===== config.mk =====
export PLATFORM = sky130hd
export DESIGN_NAME = pll_phase_seq
export DESIGN_NICKNAME = d
export VERILOG_FILES = /design/src/rtl/pll_phase_seq.sv
export SDC_FILE = /design/constraint.sdc
export NUM_CORES = 1
export LEC_CHECK = 0
export CAP_MARGIN = 20
export CORE_MARGIN = 4
export CORE_UTILIZATION = 50
export DETAILED_ROUTE_END_ITERATION = 10
export PLACE_DENSITY = 0.81
export SYNTH_ARGS = -nofsm -noshare
export SYNTH_HDL_FRONTEND = slang
export SYNTH_SLANG_ARGS = --single-unit

===== constraint.sdc =====
create_clock -name clk -period 2.3 [get_ports clk]
set_input_delay 0.69 -clock clk [delete_from_list [all_inputs] [get_ports clk]]
set_output_delay 0.69 -clock clk [all_outputs]
set_load 0.02 [all_outputs]

===== src/rtl/pll_phase_seq.sv =====
// pll_phase_seq: PLL reset/lock sequencer and PSSEL/PSDIR/PSPULSE phase-step controller.
// Clocked from the free-running board clock so it keeps running while the PLL is unlocked.
module pll_phase_seq #(
  parameter int RST_CYCLES   = 16,
  parameter int LOCK_FILT    = 8,
  parameter int LOCK_TIMEOUT = 65535,
  parameter int PULSE_HIGH   = 4,
  parameter int PULSE_GAP    = 8,
  parameter int STEP_W       = 5
) (
  input  logic              clk,
  input  logic              resetn,
  input  logic              pll_lock,
  input  logic              relock_req,
  input  logic              req_valid,
  output logic              req_ready,
  input  logic [2:0]        req_sel,
  input  logic              req_dir,
  input  logic [STEP_W-1:0] req_steps,
  output logic              pll_reset,
  output logic [2:0]        pll_pssel,
  output logic              pll_psdir,
  output logic              pll_pspulse,
  output logic              locked,
  output logic              done,
  output logic              abort,
  output logic              err_timeout
);

  localparam int T_MAX_A = (RST_CYCLES > LOCK_TIMEOUT) ? RST_CYCLES : LOCK_TIMEOUT;
  localparam int T_MAX_B = (PULSE_HIGH > PULSE_GAP) ? PULSE_HIGH : PULSE_GAP;
  localparam int T_MAX   = (T_MAX_A > T_MAX_B) ? T_MAX_A : T_MAX_B;
  localparam int TW      = $clog2(T_MAX + 1);
  localparam int FW      = $clog2(LOCK_FILT + 1);

  localparam logic [TW-1:0] RST_LAST  = TW'(RST_CYCLES - 1);
  localparam logic [TW-1:0] TMO_LAST  = TW'(LOCK_TIMEOUT - 1);
  localparam logic [TW-1:0] HI_LAST   = TW'(PULSE_HIGH - 1);
  localparam logic [TW-1:0] GAP_LAST  = TW'(PULSE_GAP - 1);
  localparam logic [FW-1:0] FILT_LAST = FW'(LOCK_FILT - 1);

  typedef enum logic [2:0] {
    ST_RST,
    ST_WAIT_LOCK,
    ST_IDLE,
    ST_SETUP,
    ST_PULSE_HI,
    ST_PULSE_GAP
  } state_t;

  state_t              state_reg, state_next;
  logic [TW-1:0]       tmr_reg, tmr_next;
  logic [FW-1:0]       filt_reg, filt_next;
  logic [STEP_W-1:0]   cnt_reg, cnt_next;
  logic [2:0]          sel_reg, sel_next;
  logic                dir_reg, dir_next;
  logic                done_reg, done_next;
  logic                abort_reg, abort_next;
  logic                err_reg, err_next;
  logic [1:0]          sync_reg;
  logic                lock_s;
  logic                busy;

  assign lock_s = sync_reg[1];
  assign busy   = (state_reg == ST_SETUP) || (state_reg == ST_PULSE_HI) ||
                  (state_reg == ST_PULSE_GAP);

  always_ff @(posedge clk) begin
    if (!resetn) begin
      state_reg <= ST_RST;
      tmr_reg   <= '0;
      filt_reg  <= '0;
      cnt_reg   <= '0;
      sel_reg   <= '0;
      dir_reg   <= 1'b0;
      done_reg  <= 1'b0;
      abort_reg <= 1'b0;
      err_reg   <= 1'b0;
      sync_reg  <= '0;
    end else begin
      state_reg <= state_next;
      tmr_reg   <= tmr_next;
      filt_reg  <= filt_next;
      cnt_reg   <= cnt_next;
      sel_reg   <= sel_next;
      dir_reg   <= dir_next;
      done_reg  <= done_next;
      abort_reg <= abort_next;
      err_reg   <= err_next;
      sync_reg  <= {sync_reg[0], pll_lock};
    end
  end

  // tmr_reg is shared: RST length, WAIT_LOCK timeout, and pulse high/gap widths.
  always_comb begin
    state_next = state_reg;
    tmr_next   = tmr_reg;
    filt_next  = filt_reg;
    cnt_next   = cnt_reg;
    sel_next   = sel_reg;
    dir_next   = dir_reg;
    err_next   = err_reg;
    done_next  = 1'b0;
    abort_next = 1'b0;
    if (busy && !lock_s) begin
      // Lock lost mid-request: kill it and restart the PLL.
      state_next = ST_RST;
      tmr_next   = '0;
      abort_next = 1'b1;
    end else begin
      unique case (state_reg)
        ST_RST: begin
          if (tmr_reg == RST_LAST) begin
            state_next = ST_WAIT_LOCK;
            tmr_next   = '0;
            filt_next  = '0;
          end else begin
            tmr_next = tmr_reg + 1'b1;
          end
        end
        ST_WAIT_LOCK: begin
          filt_next = lock_s ? filt_reg + 1'b1 : '0;
          if (lock_s && (filt_reg == FILT_LAST)) begin
            state_next = ST_IDLE;
            tmr_next   = '0;
            filt_next  = '0;
          end else if (tmr_reg == TMO_LAST) begin
            state_next = ST_RST;
            tmr_next   = '0;
            filt_next  = '0;
            err_next   = 1'b1;
          end else begin
            tmr_next = tmr_reg + 1'b1;
          end
        end
        ST_IDLE: begin
          if (!lock_s) begin
            state_next = ST_RST;
            tmr_next   = '0;
          end else if (req_valid) begin
            sel_next = req_sel;
            dir_next = req_dir;
            cnt_next = req_steps;
            if (req_steps == '0) begin
              done_next = 1'b1;
            end else begin
              state_next = ST_SETUP;
              tmr_next   = '0;
            end
          end else if (relock_req) begin
            state_next = ST_RST;
            tmr_next   = '0;
          end
        end
        ST_SETUP: begin
          state_next = ST_PULSE_HI;
          tmr_next   = '0;
        end
        ST_PULSE_HI: begin
          if (tmr_reg == HI_LAST) begin
            state_next = ST_PULSE_GAP;
            tmr_next   = '0;
            cnt_next   = cnt_reg - 1'b1;
          end else begin
            tmr_next = tmr_reg + 1'b1;
          end
        end
        ST_PULSE_GAP: begin
          if (tmr_reg == GAP_LAST) begin
            tmr_next = '0;
            if (cnt_reg == '0) begin
              state_next = ST_IDLE;
              done_next  = 1'b1;
            end else begin
              state_next = ST_PULSE_HI;
            end
          end else begin
            tmr_next = tmr_reg + 1'b1;
          end
        end
        default: begin
          state_next = ST_RST;
          tmr_next   = '0;
        end
      endcase
    end
  end

  // req_ready is gated by lock_s so a request is never taken in the cycle IDLE is abandoned.
  assign req_ready   = (state_reg == ST_IDLE) && lock_s;
  assign pll_reset   = (state_reg == ST_RST);
  assign pll_pspulse = (state_reg == ST_PULSE_HI);
  assign locked      = (state_reg == ST_IDLE) || busy;
  assign pll_pssel   = sel_reg;
  assign pll_psdir   = dir_reg;
  assign done        = done_reg;
  assign abort       = abort_reg;
  assign err_timeout = err_reg;

endmodule


==> impl_metrics.env <==
export IMPL_dpl_worst_slack_ns=-0.0705
export IMPL_critPathLaunch="tmr_reg[5]"
export IMPL_ys_types=55
export IMPL_holdBufCountCts=0
export IMPL_synth_edf_count=0
export IMPL_synthMuxAreaShare=0.0245
export IMPL_critPathKind="reg2reg"
export IMPL_numPortBuffers=24
export IMPL_path_cells="nand2_1 > or3_4 > o41a_1 > buf_4 > or3_2 > a211oi_2"
export IMPL_drt_wl_total_um=5070
export IMPL_finalCriticalPeriod_ns=2.25
export IMPL_die_area_sq_um=5170
export IMPL_min_period_over_period=0.976
export IMPL_clock_sinks=37
export IMPL_worstPathRequired_ns=2.51
export IMPL_ys_async_sr_fraction=0
export IMPL_grtUsageTotal=0.200
export IMPL_synth_adder_area_share=0.0306
export IMPL_regArea_sq_um=761
export IMPL_rsz0062_at_grt="true"
export IMPL_ioPinCount=25
export IMPL_yosys_area_share_simple=0.298
export IMPL_cts_buffer_depth=2
export IMPL_tritoncts="built"
export IMPL_p_total_mw=1.30
export IMPL_drv_cap=0
export IMPL_cp_end_kind="flip-flop"
export IMPL_slew_headroom=0.774
export IMPL_fp_dieH_um=71.9
export IMPL_synth_compound_area_share=0.227
export IMPL_synth_seq_cells=37
export IMPL_netlist_instances=245
export IMPL_mostFrequentLayoutCells="34 x buf_4, 28 x nor2_1, 27 x dfxtp_1, 21 x clkdlybuf4s50_1, 20 x nand2_1"
export IMPL_drc=0
export IMPL_yosysWarningCount=0
export IMPL_syn_area_sq_um=2040
export IMPL_holdCritPathClass="reg2reg"
export IMPL_core_area_sq_um=3800
export IMPL_worstPathArrival_ns=2.45
export IMPL_nNetsFinal=319
export IMPL_cellPowerDensity_nw_per_um2=485
export IMPL_max_clock_freq_mhz=445
export IMPL_synth_flop_cell="dfxtp_1"
export IMPL_rr_startpoint="tmr_reg[5]"
export IMPL_clk_latency_ns=0.29
export IMPL_ant_nets=0
export IMPL_hold_worst_slack_ns=0.437
export IMPL_antenna_found_initial=0
export IMPL_hold_viol_final=0
export IMPL_die_x_um=71.9
export IMPL_place_congestion=0.844
export IMPL_vias=2059
export IMPL_crit_path_top_delay_cell="or3_2"
export IMPL_finalSetupViolations=0
export IMPL_htreeDepth=2
export IMPL_setup_slack_ns=0.0543
export IMPL_dp_hpwl_um=3850
export IMPL_antennaDiodeCount=0
export IMPL_largest_reg_flops=16
export IMPL_syn_mean_instance_area_sq_um=8.33
export IMPL_path_max_fanout=5
export IMPL_wire_per_inst_um=14.5
export IMPL_synth_top_family_by_area="simple AND/OR/NAND/NOR gates"
export IMPL_first_global_vias=1884
export IMPL_grt_overflow=0
export IMPL_hp_start="sync_reg[0]"
export IMPL_multi_input_area_sq_um=1240
export IMPL_ys_seq_area_frac=0.363
export IMPL_fin_worst_skew_ns=0.00221
export IMPL_drt_pass1_iter_count=5
export IMPL_cts_root_buffer="clkbuf_8"
export IMPL_reg2reg_depth=6
export IMPL_grt_max_degree=13
export IMPL_drv_slew=0
export IMPL_peakVddDrop_mv=0.321
export IMPL_core_rowCount=22
export IMPL_synthXorXnorAreaFrac=0.00858
export IMPL_tightest_slew_ns=0.338
export IMPL_cts_buffers=5
export IMPL_final_common_cell="buf_4"
export IMPL_initial_core_util=0.538
export IMPL_syn_nets=264
export IMPL_run_status="complete, no violations"
export IMPL_fill_cells=310
export IMPL_critPathLaunchType="flip-flop"
export IMPL_syn_to_final_growth_pct=31.1
export IMPL_grt_pass1_wl_um=8190
export IMPL_viasPerCell=5.90
export IMPL_p_leak_nw=1.07
export IMPL_slowest_delay_ns=0.48
export IMPL_drtIter0Drc=157
export IMPL_clk_pin_slew_ns=0.07
export IMPL_cts_setup_buffers=0
export IMPL_drive_gt1_frac=0.219
export IMPL_whs_path_depth=1
critical path, delay by kind of cell (launching register included):
| kind | cells | cell delay (ns) |
|---|---|---|
| AO/OA/AOI/OAI | 2 | 0.64 |
| AND/OR/NAND/NOR | 3 | 0.98 |
| flip-flops | 1 | 0.37 |
| buffers and inverters | 1 | 0.17 |
worst paths after layout:
check                                    end  slack, ns
worst max-delay path            state_reg[1]       0.05
worst min-delay path             sync_reg[1]       0.44
worst max register to register  state_reg[1]       0.05
worst min register to register   sync_reg[1]       0.44
layout make-up:
type                    count  share of cell area
multi-input cells         188               0.465
flip-flops and latches     37               0.284
repair buffers             58               0.184
clock buffers               6              0.0271
well taps                  48              0.0224
inverters                  10              0.0140
clock inverters             2             0.00374
report_power, final:
group | leakage, nW | switching, mW | internal, mW | total [mW]
Sequential | 0.305 | 0.0152 | 0.650 | 0.665
Clock | 0.0450 | 0.230 | 0.210 | 0.440
Combinational | 0.724 | 0.0971 | 0.0943 | 0.191
Total | 1.07 | 0.343 | 0.954 | 1.30
through the flow:
step | setup TNS, ns | cells | instance area (sq um) | utilization
global route | -0.113 | 349 | 2680 | 0.705
CTS | 0 | 349 | 2640 | 0.694
global placement | -0.0158 | 341 | 2550 | 0.673
detailed placement | -0.347 | 341 | 2550 | 0.673
floorplan | 0 | 245 | 2060 | -
finish | 0 | 349 | 2680 | 0.705
metal layers:
metal,global-route usage,vias to the layer above,share of wire
met5,0,-,0
met4,0.0647,0,0.0079
met3,0.0526,4,0.042
met2,0.348,59,0.51
met1,0.238,979,0.44
li1,-,1017,-
cell usage after synthesis, types with 5 or more instances:
library cell | count | area (sq um)
nand2_1 | 20 | 75.1
mux2i_1 | 5 | 50.1
nor4_1 | 8 | 50.1
nand4_1 | 6 | 37.5
and2_1 | 5 | 31.3
nor2_1 | 29 | 109
nor3_1 | 8 | 40.0
o21ai_0 | 17 | 85.1
a22o_1 | 7 | 61.3
dfxtp_1 | 37 | 741
inv_1 | 10 | 37.5
ha_1 | 5 | 62.6
clkbuf_1 | 6 | 22.5
nand3_1 | 9 | 45.0
a21oi_1 | 9 | 45.0
cells by family (layout without fill, tap and decap cells):
| group | after synthesis | in the layout |
|---|---|---|
| fa+ha+maj | 5 | 5 |
| flops | 37 | 37 |
| compound gates | 63 | 63 |
| buf+inv | 20 | 76 |
| mux | 5 | 5 |
| simple gates | 113 | 113 |
| xor+xnor | 2 | 2 |
timing repair:
action / in CTS / in global routing
setup endpoints to repair: 4 / 19
pin swaps: 0 / 2
resized for setup: 5 / 17
No activity file was read; power rests on OpenSTA's default activity.
